**config.mk**
```make
export PLATFORM = sky130hd
export DESIGN_NAME = hazard_ctrl
export DESIGN_NICKNAME = d
export VERILOG_FILES = /design/src/rtl/hazard_ctrl.sv
export SDC_FILE = /design/constraint.sdc
export NUM_CORES = 1
export LEC_CHECK = 0
export ABC_CLOCK_PERIOD_IN_PS = 4400
export CAP_MARGIN = 20
export CORE_ASPECT_RATIO = 0.7
export CORE_MARGIN = 2
export CORE_UTILIZATION = 40
export CTS_BUF_LIST = sky130_fd_sc_hd__clkbuf_16
export DETAILED_ROUTE_END_ITERATION = 10
export PLACE_DENSITY_LB_ADDON = 0.12
export SYNTH_ARGS = -nofsm -noshare
export SYNTH_HDL_FRONTEND = slang
export SYNTH_SLANG_ARGS = --single-unit
```
**constraint.sdc**
```tcl
create_clock -name clk -period 4.4 [get_ports clk]
set_clock_uncertainty 0.05 [all_clocks]
set_input_delay 1.1 -clock clk [delete_from_list [all_inputs] [get_ports clk]]
set_output_delay 1.1 -clock clk [all_outputs]
set_load 0.1 [all_outputs]
```
**src/rtl/hazard_ctrl.sv**
```systemverilog
// Hazard/forwarding controller for the 5-stage core: forwarding mux selects,
// load-use / branch / HI-LO interlocks and the multi-cycle mult/div sequencer.
module hazard_ctrl #(
    parameter int MULT_CYCLES = 4,
    parameter int DIV_CYCLES  = 32,
    parameter int CNT_W       = 6
) (
    input  logic       clk,
    input  logic       reset,
    input  logic [4:0] id_rs,
    input  logic [4:0] id_rt,
    input  logic       id_use_rs,
    input  logic       id_use_rt,
    input  logic       id_branch,
    input  logic       id_hilo,
    input  logic [4:0] ex_rs,
    input  logic [4:0] ex_rt,
    input  logic [4:0] ex_rd,
    input  logic       ex_regwrite,
    input  logic       ex_memread,
    input  logic       ex_md_start,
    input  logic       ex_md_div,
    input  logic [4:0] mem_rd,
    input  logic       mem_regwrite,
    input  logic       mem_memread,
    input  logic [4:0] wb_rd,
    input  logic       wb_regwrite,
    output logic [2:0] IDforwardA,
    output logic [2:0] IDforwardB,
    output logic [2:0] forwardA,
    output logic [2:0] forwardB,
    output logic [2:0] MEMforwardA,
    output logic [2:0] MEMforwardB,
    output logic       stall_pc,
    output logic       stall_ifid,
    output logic       flush_idex,
    output logic       md_busy,
    output logic       md_done
);

    localparam logic [2:0] SEL_NONE  = 3'b000;
    localparam logic [2:0] SEL_IDFWD = 3'b001;
    localparam logic [2:0] SEL_EXMEM = 3'b010;
    localparam logic [2:0] SEL_MEMWB = 3'b001;

    localparam logic [CNT_W-1:0] MULT_LOAD = CNT_W'(MULT_CYCLES - 1);
    localparam logic [CNT_W-1:0] DIV_LOAD  = CNT_W'(DIV_CYCLES - 1);

    typedef enum logic {
        MD_IDLE,
        MD_RUN
    } md_state_e;

    md_state_e        state_q, state_d;
    logic [CNT_W-1:0] cnt_q, cnt_d;

    logic mem_alu_wr;
    logic wb_wr;
    logic ex_wr_nz;
    logic mem_ld_nz;
    logic fwd_mem_a, fwd_mem_b;
    logic fwd_wb_a, fwd_wb_b;
    logic id_src_ex, id_src_mem;
    logic load_use, branch_alu, branch_load, md_stall;
    logic hazard;

    // Register 0 is hardwired, so a zero destination never produces a match.
    always_comb begin
        mem_alu_wr = mem_regwrite & ~mem_memread & (mem_rd != 5'd0);
        wb_wr      = wb_regwrite & (wb_rd != 5'd0);
        ex_wr_nz   = ex_rd != 5'd0;
        mem_ld_nz  = mem_memread & (mem_rd != 5'd0);

        fwd_mem_a = mem_alu_wr & (mem_rd == ex_rs);
        fwd_mem_b = mem_alu_wr & (mem_rd == ex_rt);
        fwd_wb_a  = wb_wr & (wb_rd == ex_rs) & ~fwd_mem_a;
        fwd_wb_b  = wb_wr & (wb_rd == ex_rt) & ~fwd_mem_b;

        forwardA    = fwd_mem_a ? SEL_EXMEM : SEL_NONE;
        forwardB    = fwd_mem_b ? SEL_EXMEM : SEL_NONE;
        MEMforwardA = fwd_wb_a ? SEL_MEMWB : SEL_NONE;
        MEMforwardB = fwd_wb_b ? SEL_MEMWB : SEL_NONE;

        IDforwardA = SEL_NONE;
        IDforwardB = SEL_NONE;
        if (id_branch & id_use_rs & mem_alu_wr & (mem_rd == id_rs)) begin
            IDforwardA = SEL_IDFWD;
        end
        if (id_branch & id_use_rt & mem_alu_wr & (mem_rd == id_rt)) begin
            IDforwardB = SEL_IDFWD;
        end
    end

    always_comb begin
        id_src_ex = ex_wr_nz &
                    ((id_use_rs & (id_rs == ex_rd)) |
                     (id_use_rt & (id_rt == ex_rd)));
        id_src_mem = mem_ld_nz &
                     ((id_use_rs & (id_rs == mem_rd)) |
                      (id_use_rt & (id_rt == mem_rd)));

        load_use    = ex_memread & id_src_ex;
        branch_alu  = id_branch & ex_regwrite & id_src_ex;
        branch_load = id_branch & ((ex_memread & id_src_ex) | id_src_mem);
        md_stall    = id_hilo & ((state_q == MD_RUN) | ex_md_start);

        hazard     = load_use | branch_alu | branch_load | md_stall;
        stall_pc   = hazard;
        stall_ifid = hazard;
        flush_idex = hazard;
    end

    always_ff @(posedge clk) begin
        if (reset) begin
            state_q <= MD_IDLE;
            cnt_q   <= '0;
        end else begin
            state_q <= state_d;
            cnt_q   <= cnt_d;
        end
    end

    // A start seen while running (or on the done cycle) is dropped.
    always_comb begin
        state_d = state_q;
        cnt_d   = cnt_q;
        case (state_q)
            MD_IDLE: begin
                if (ex_md_start) begin
                    state_d = MD_RUN;
                    cnt_d   = ex_md_div ? DIV_LOAD : MULT_LOAD;
                end
            end
            MD_RUN: begin
                if (cnt_q != '0) begin
                    cnt_d = cnt_q - 1'b1;
                end else begin
                    state_d = MD_IDLE;
                end
            end
        endcase
    end

    always_comb begin
        md_busy = state_q == MD_RUN;
        md_done = (state_q == MD_RUN) & (cnt_q == '0);
    end

endmodule

```
==> results of run 1 <==
-- layer usage --
metal | track usage [%] | up-vias
met4 | 3.673 | 0
met2 | 37.03 | 53
met3 | 4.619 | 4
met1 | 26.93 | 493
li1 | - | 565
met5 | 0 | -
-- worst max-delay path, cell delays in order --
cell and delay, ns:
clkdlybuf4s50_1 0.54, or4_1 0.13, o21ai_0 0.08, or4_1 0.52, nor4_1 0.42, buf_12 0.25
-- layout make-up --
type,count,area share [%]
Clock inverter,1,0.2762
Clock buffer,3,4.144
Timing Repair Buffer,60,37.71
Inverter,2,0.4144
Tap cell,34,2.348
Multi-Input combinational cell,120,47.38
Sequential cell,7,7.735
-- power groups by stage --
stage | Sequential (mW) | Combinational (mW) | Clock, mW
finish | 0.0832 | 0.240 | 0.158
global route | 0.0843 | 0.255 | 0.165
CTS | 0.0829 | 0.241 | 0.160
detailed placement | 0.0836 | 0.240 | 0
global placement | 0.0831 | 0.236 | 0
floorplan | 0.0864 | 0.163 | 0
-- worst max path at each step --
stage                     end  slack [ns]       from  depth (start not counted)
5_1_grt        MEMforwardB[0]        0.08   wb_rd[3]                          6
4_1_cts        MEMforwardB[0]        0.24   wb_rd[3]                          6
3_5_place_dp   MEMforwardB[0]        0.25   wb_rd[3]                          6
3_3_place_gp   MEMforwardA[0]        0.24   wb_rd[3]                          6
6_report       MEMforwardB[0]        0.20   wb_rd[3]                          6
2_1_floorplan      stall_ifid        0.01  mem_rd[0]                          7
-- cell usage after synthesis, types with 2 or more instances --
library cell and count:
or4_1 4, dfxtp_1 7, nor2_1 6, nand2_1 7, nor3_1 3, a21oi_1 5
o21ai_0 6, xnor2_1 11, and3_1 4, inv_1 2, nor4_1 9, nand3_1 5
buf_4 18, clkbuf_1 5, nor2b_1 2, xor2_1 30, ha_1 2
-- logic make-up (layout without fill, tap and decap cells) --
| family | after synthesis | in the layout |
|---|---|---|
| DFF | 7 | 7 |
| adders and majority gates | 2 | 2 |
| xor gates and xnor gates | 41 | 41 |
| AOI/OAI and AO/OA | 19 | 19 |
| other | 1 | 12 |
| and+or+nand+nor | 46 | 46 |
| buffers and inverters | 26 | 66 |
-- per-stage QoR --
step                      power (mW)  hold slack [ns]  setup slack, ns  util (%)
after floorplan               0.2497           0.4063          0.01313         -
after global placement        0.3190           0.4252           0.2422     67.84
after detailed placement      0.3232           0.4395           0.2451     67.84
after CTS                     0.4839           0.4450           0.2376     70.98
after global routing          0.5047           0.4777          0.08250     70.98
final                         0.4813           0.4404           0.2034     70.98
-- sequential cells by signal, summed over array words and instances, names as in the netlist --
signal	cells
cnt_q	6
md_busy	1
==> metrics.md, run 1 <==
| Metric | Value |
|---|---|
| Peak supply drop | `161.5 uV` |
| Cells after synthesis | `142` |
| H-tree depth | `1` |
| Reg2reg path depth | `5` |
| Mux share of post-synthesis cell area | `0%` |
| Number of diodes | `0` |
| Post-synthesis cell area | `0.001117 mm^2` |
| Part of the Yosys area used for sequential elements | `12.54%` |
| Num rows | `15` |
| Filler instances | `198` |
| Post_cts resized | `0` |
| # IOs | `71` |
| Avg Inst Size Synth | `7.868 um^2` |
| Sequential power share | `17.3%` |
| XOR/XNOR Fraction of Synth Area | `32.14%` |
| Setup bufs post-CTS | `0` |
| WHS Endpoint | `cnt_q[4]` |
| WL met1 | `1.473 mm` |
| Post-synth EDFFs | `0` |
| Number of hold buffers added after cts | `0` |
| CTS sink cnt | `7` |
| Number of vias per cell | `4.912` |
| Number of global-route vias before repair | `1052` |
| Routed Antenna Nets | `0` |
| Final hold viol count | `0` |
| CP arrival | `3.05 ns` |
| Comb pwr share | `49.9%` |
| TritonCTS clock tree | `done` |
| Asr flop ratio synth | `0%` |
| Fin crit period | `4.197 ns` |
| Num CTS Buffers | `3` |
| Iter 0 DRT Violations | `28` |
| Reg2Reg Setup Slack | `2.56 ns` |
| Slew Viols, Final | `0` |
| Placer Congestion | `0.8893` |
| Layout area overhead | `62.15%` |
| Die Ht | `48.22 um` |
| Crit end category | `output pin` |
| Worst path required time | `3.25 ns` |
| Die ar. | `0.003239 mm^2` |
| Final std cells w/o fill | `227` |
| Most frequent cells in the layout | `48 x clkdlybuf4s50_1, 30 x xor2_1, 12 x conb_1, 11 x xnor2_1` |
| Core Area | `0.002552 mm^2` |
| Placement Cell Area | `0.001732 mm^2` |
| Routed WL per cell | `13.79 um` |
| Hold_sp | `cnt_q[4]` |
| Chip Width | `67.17 um` |
| Largest net degree at the start of global routing | `15` |
| TNS Setup | `0 ns` |
| Share of cells above drive strength 1 | `11.40%` |
| Register area | `140.1 um^2` |
| Metal3 WL | `217 um` |
| Clock power frac | `32.8%` |
| Reg2reg end | `cnt_q[5]` |
| Yosys top cell area share | `23.52%` |
| Initial core utilization | `43.77%` |
| Unrepaired setup endpoints after global routing | `false` |
| Post-route cell area | `0.001812 mm^2` |
| Synth Area in Simple Gates | `23.74%` |
| Total grt overflow | `0` |
| Highest metal used | `met4` |
| Max-slew headroom | `35.81%` |
| Max FO, Critical Path | `3` |
| Distinct cells, synth | `33` |
| Sw frac | `40.77%` |
| Initial antenna violation count | `0` |
| Worst-Margin Slew | `0.9598 ns` |
| Startpoint Class | `input port` |
| Synth Area in Compound Gates | `14.22%` |
| Vias | `1115` |
| Gr usage total | `20.85%` |
| FMAX | `0.2383 GHz` |
| Inst Count DP | `223` |
| Reg-to-reg critical path startpoint | `md_busy` |
| Commonest non-fill, non-tap cell in the layout | `clkdlybuf4s50_1` |
| Dominant cell type by area after synthesis | `xor2_1` |
| Final setup fails | `0` |
| Synth Register Bits | `7` |
| Ys flop type | `dfxtp_1` |
| Worst skew pair latency | `0.23 ns` |
| Multi-input logic area | `858.3 um^2` |
| Clock root buffer | `clkbuf_16` |
| LEAKAGE | `0.7217 nW` |
| DP HPWL | `2.636 mm` |
| Tcrit/Tclk final | `95.38%` |
| Drt total wl | `3.131 mm` |
| Int Pwr | `0.2851 mW` |
| Outcome | `complete, no violations` |
| Nets | `244` |
| CTS clk-pin slew, worst paths | `0.04 ns` |
| Largest family of logic cells by synthesized area | `XOR/XNOR gates` |
| Hold path cells | `2` |
| First-pass GRT wire length | `5.043 mm` |
| PortBufs | `58` |
| Crit Path Category | `in2out` |
| Ys Warns | `0` |
| Max_cap viols | `0` |
| Top post-synthesis cells by area | `xor2_1 24%, dfxtp_1 13%, buf_4 12%, xnor2_1 8.6%, nor4_1 5.0%` |
| Adder-cell area share of the yosys netlist | `2.240%` |
| Met2 Routed Length | `1.406 mm` |
| Clk buf depth | `2` |
| Cell Pwr Density | `265.7 mW/mm^2` |
| DR pass1 iterations | `4` |
| Hold Crit Class | `reg2reg` |
| Psw | `0.1962 mW` |
| DRC errors left | `0` |
Note: power is estimated with default switching activity, not from simulation.
==> run 2: changes to the inputs <==
--- a/config.mk
+++ b/config.mk
@@ -5,6 +5,7 @@
 export SDC_FILE = /design/constraint.sdc
 export NUM_CORES = 1
 export LEC_CHECK = 0
+export ABC_AREA = 0
 export ABC_CLOCK_PERIOD_IN_PS = 4400
 export CAP_MARGIN = 20
 export CORE_ASPECT_RATIO = 0.7
@@ -13,6 +14,7 @@
 export CTS_BUF_LIST = sky130_fd_sc_hd__clkbuf_16
 export DETAILED_ROUTE_END_ITERATION = 10
 export PLACE_DENSITY_LB_ADDON = 0.12
+export SETUP_SLACK_MARGIN = 0.1
 export SYNTH_ARGS = -nofsm -noshare
 export SYNTH_HDL_FRONTEND = slang
 export SYNTH_SLANG_ARGS = --single-unit
==> run 2 against run 1 <==
  * Die area unchanged
  * First-iteration DRC count rose to 3.8 times the previous value
  * Global-route usage up 0.92 points
  * Clock power about the same
  * Combinational power about the same
  * Highest routed layer is now met3
==> metrics.md, run 2 (synthesis gave the netlist of run 1 again) <==
| Metric | Value |
|---|---|
| Critical Path Start | `wb_rd[2]` |
| Number of hold buffers added after cts | `0` |
| Most frequent cells in the layout | `48 x clkdlybuf4s50_1, 30 x xor2_1, 12 x conb_1, 11 x xnor2_1` |
| Share of cells above drive strength 1 | `11.86%` |
| Worst path cell trace | `clkdlybuf4s50_1, or4_1, o21ai_0, or4_1, nor4_1, buf_12` |
| Crit end category | `output pin` |
| CTS clk-pin slew, worst paths | `0.04 ns` |
| Tcrit/Tclk final | `93.66%` |
| Num rows | `15` |
| Fin crit period | `4.121 ns` |
| DR pass1 iterations | `4` |
| Core Area | `0.002552 mm^2` |
| Routed Antenna Nets | `0` |
| Post-route cell area | `0.001823 mm^2` |
| Num CTS Buffers | `3` |
| Vias | `1150` |
| First-pass GRT wire length | `5.099 mm` |
| # IOs | `71` |
| Initial core utilization | `43.77%` |
| Hold Crit Class | `reg2reg` |
| Worst skew pair latency | `0.23 ns` |
| Worst-Margin Slew | `0.9674 ns` |
| FMAX | `0.2427 GHz` |
| Number of global-route vias before repair | `1113` |
| Die Ht | `48.22 um` |
| Final hold viol count | `0` |
| Slew Viols, Final | `0` |
| Clock root buffer | `clkbuf_16` |
| Number of vias per cell | `5.044` |
| Placement Cell Area | `0.001744 mm^2` |
| Placer Congestion | `0.8470` |
| Total grt overflow | `0` |
| CTS sink cnt | `7` |
| Commonest non-fill, non-tap cell in the layout | `clkdlybuf4s50_1` |
| Peak supply drop | `152.0 uV` |
| Largest net degree at the start of global routing | `15` |
| Max-slew headroom | `35.30%` |
| Iter 0 DRT Violations | `107` |
| Worst path required time | `3.25 ns` |
| Max FO, Critical Path | `3` |
| Layout area overhead | `63.16%` |
| Drt total wl | `3.264 mm` |
| LEAKAGE | `0.7334 nW` |
| Cell Pwr Density | `265.1 mW/mm^2` |
| Crit path largest cell delay | `0.54 ns` |
| Crit-path most repeated cell | `or4_1` |
| Max_cap viols | `0` |
| CP max stage cell | `clkdlybuf4s50_1` |
| Die ar. | `0.003239 mm^2` |
| DRC errors left | `0` |
| Chip Width | `67.17 um` |
| TNS Setup | `0 ns` |
| Routed WL per cell | `14.32 um` |
| Clk buf depth | `2` |
| H-tree depth | `1` |
| Number of diodes | `0` |
| Crit Path Category | `in2out` |
| TritonCTS clock tree | `done` |
| Initial antenna violation count | `0` |
| Max reg flops | `6` |
| CP arrival | `2.97 ns` |
| Post_cts resized | `0` |
| Startpoint Class | `input port` |
| PortBufs | `58` |
| Nets | `245` |
| Top reg by flops | `cnt_q` |
| Final setup fails | `0` |
| Hold_sp | `cnt_q[4]` |
| Outcome | `complete, no violations` |
| Setup bufs post-CTS | `0` |
| Unrepaired setup endpoints after global routing | `false` |
| DP HPWL | `2.775 mm` |
| Gr usage total | `21.78%` |
| Reg-to-reg critical path startpoint | `md_busy` |
run 2: critical path: cells and delay by family:
kind | cells | cell delay (ns)
buf+inv | 2 | 0.78
simple gates | 3 | 1.01
compound gates | 1 | 0.08
run 2: through the flow:
step	utilization [%]	instances	power, mW	setup WS, ns	hold slack [ns]
after global placement	68.33	224	0.3197	0.3112	0.4264
after global routing	71.42	228	0.5063	0.1279	0.4885
final	71.42	228	0.4832	0.2792	0.4852
after CTS	71.42	228	0.4836	0.2788	0.4553
after detailed placement	68.33	224	0.3252	0.2775	0.4471
after floorplan	-	153	0.2499	0.3823	0.4063
run 2: power breakdown:
group / switching (mW) / total (mW) / leakage [nW] / internal, mW
clock: 0.0377 / 0.156 / 0.0423 / 0.119
combinational: 0.148 / 0.243 / 0.633 / 0.0948
sequential: 0.0125 / 0.0839 / 0.0580 / 0.0714
run 2: area by class of cell:
cell class / count / area (um^2)
flip-flops and latches: 7 / 140.1
well taps: 34 / 42.54
clock buffers: 3 / 75.07
multi-input cells: 120 / 863.3
clock inverters: 1 / 3.754
inverters: 2 / 7.507
fillers: 188 / 729.5
repair buffers: 61 / 690.7
run 2: per-layer routing:
layer / track usage (%) / wire length (um)
met5: 0 / 0
met4: 2.449 / 0
met3: 6.236 / 284
met2: 39.41 / 1540
met1: 27.25 / 1440
run 2: path summary, 6_finish.rpt:
path	end	slack (ns)	cells past startpoint
setup reg to reg	cnt_q[5]	2.58	5
hold reg to reg	cnt_q[4]	0.49	2
setup / recovery	MEMforwardB[0]	0.28	6
hold / removal	cnt_q[4]	0.49	2
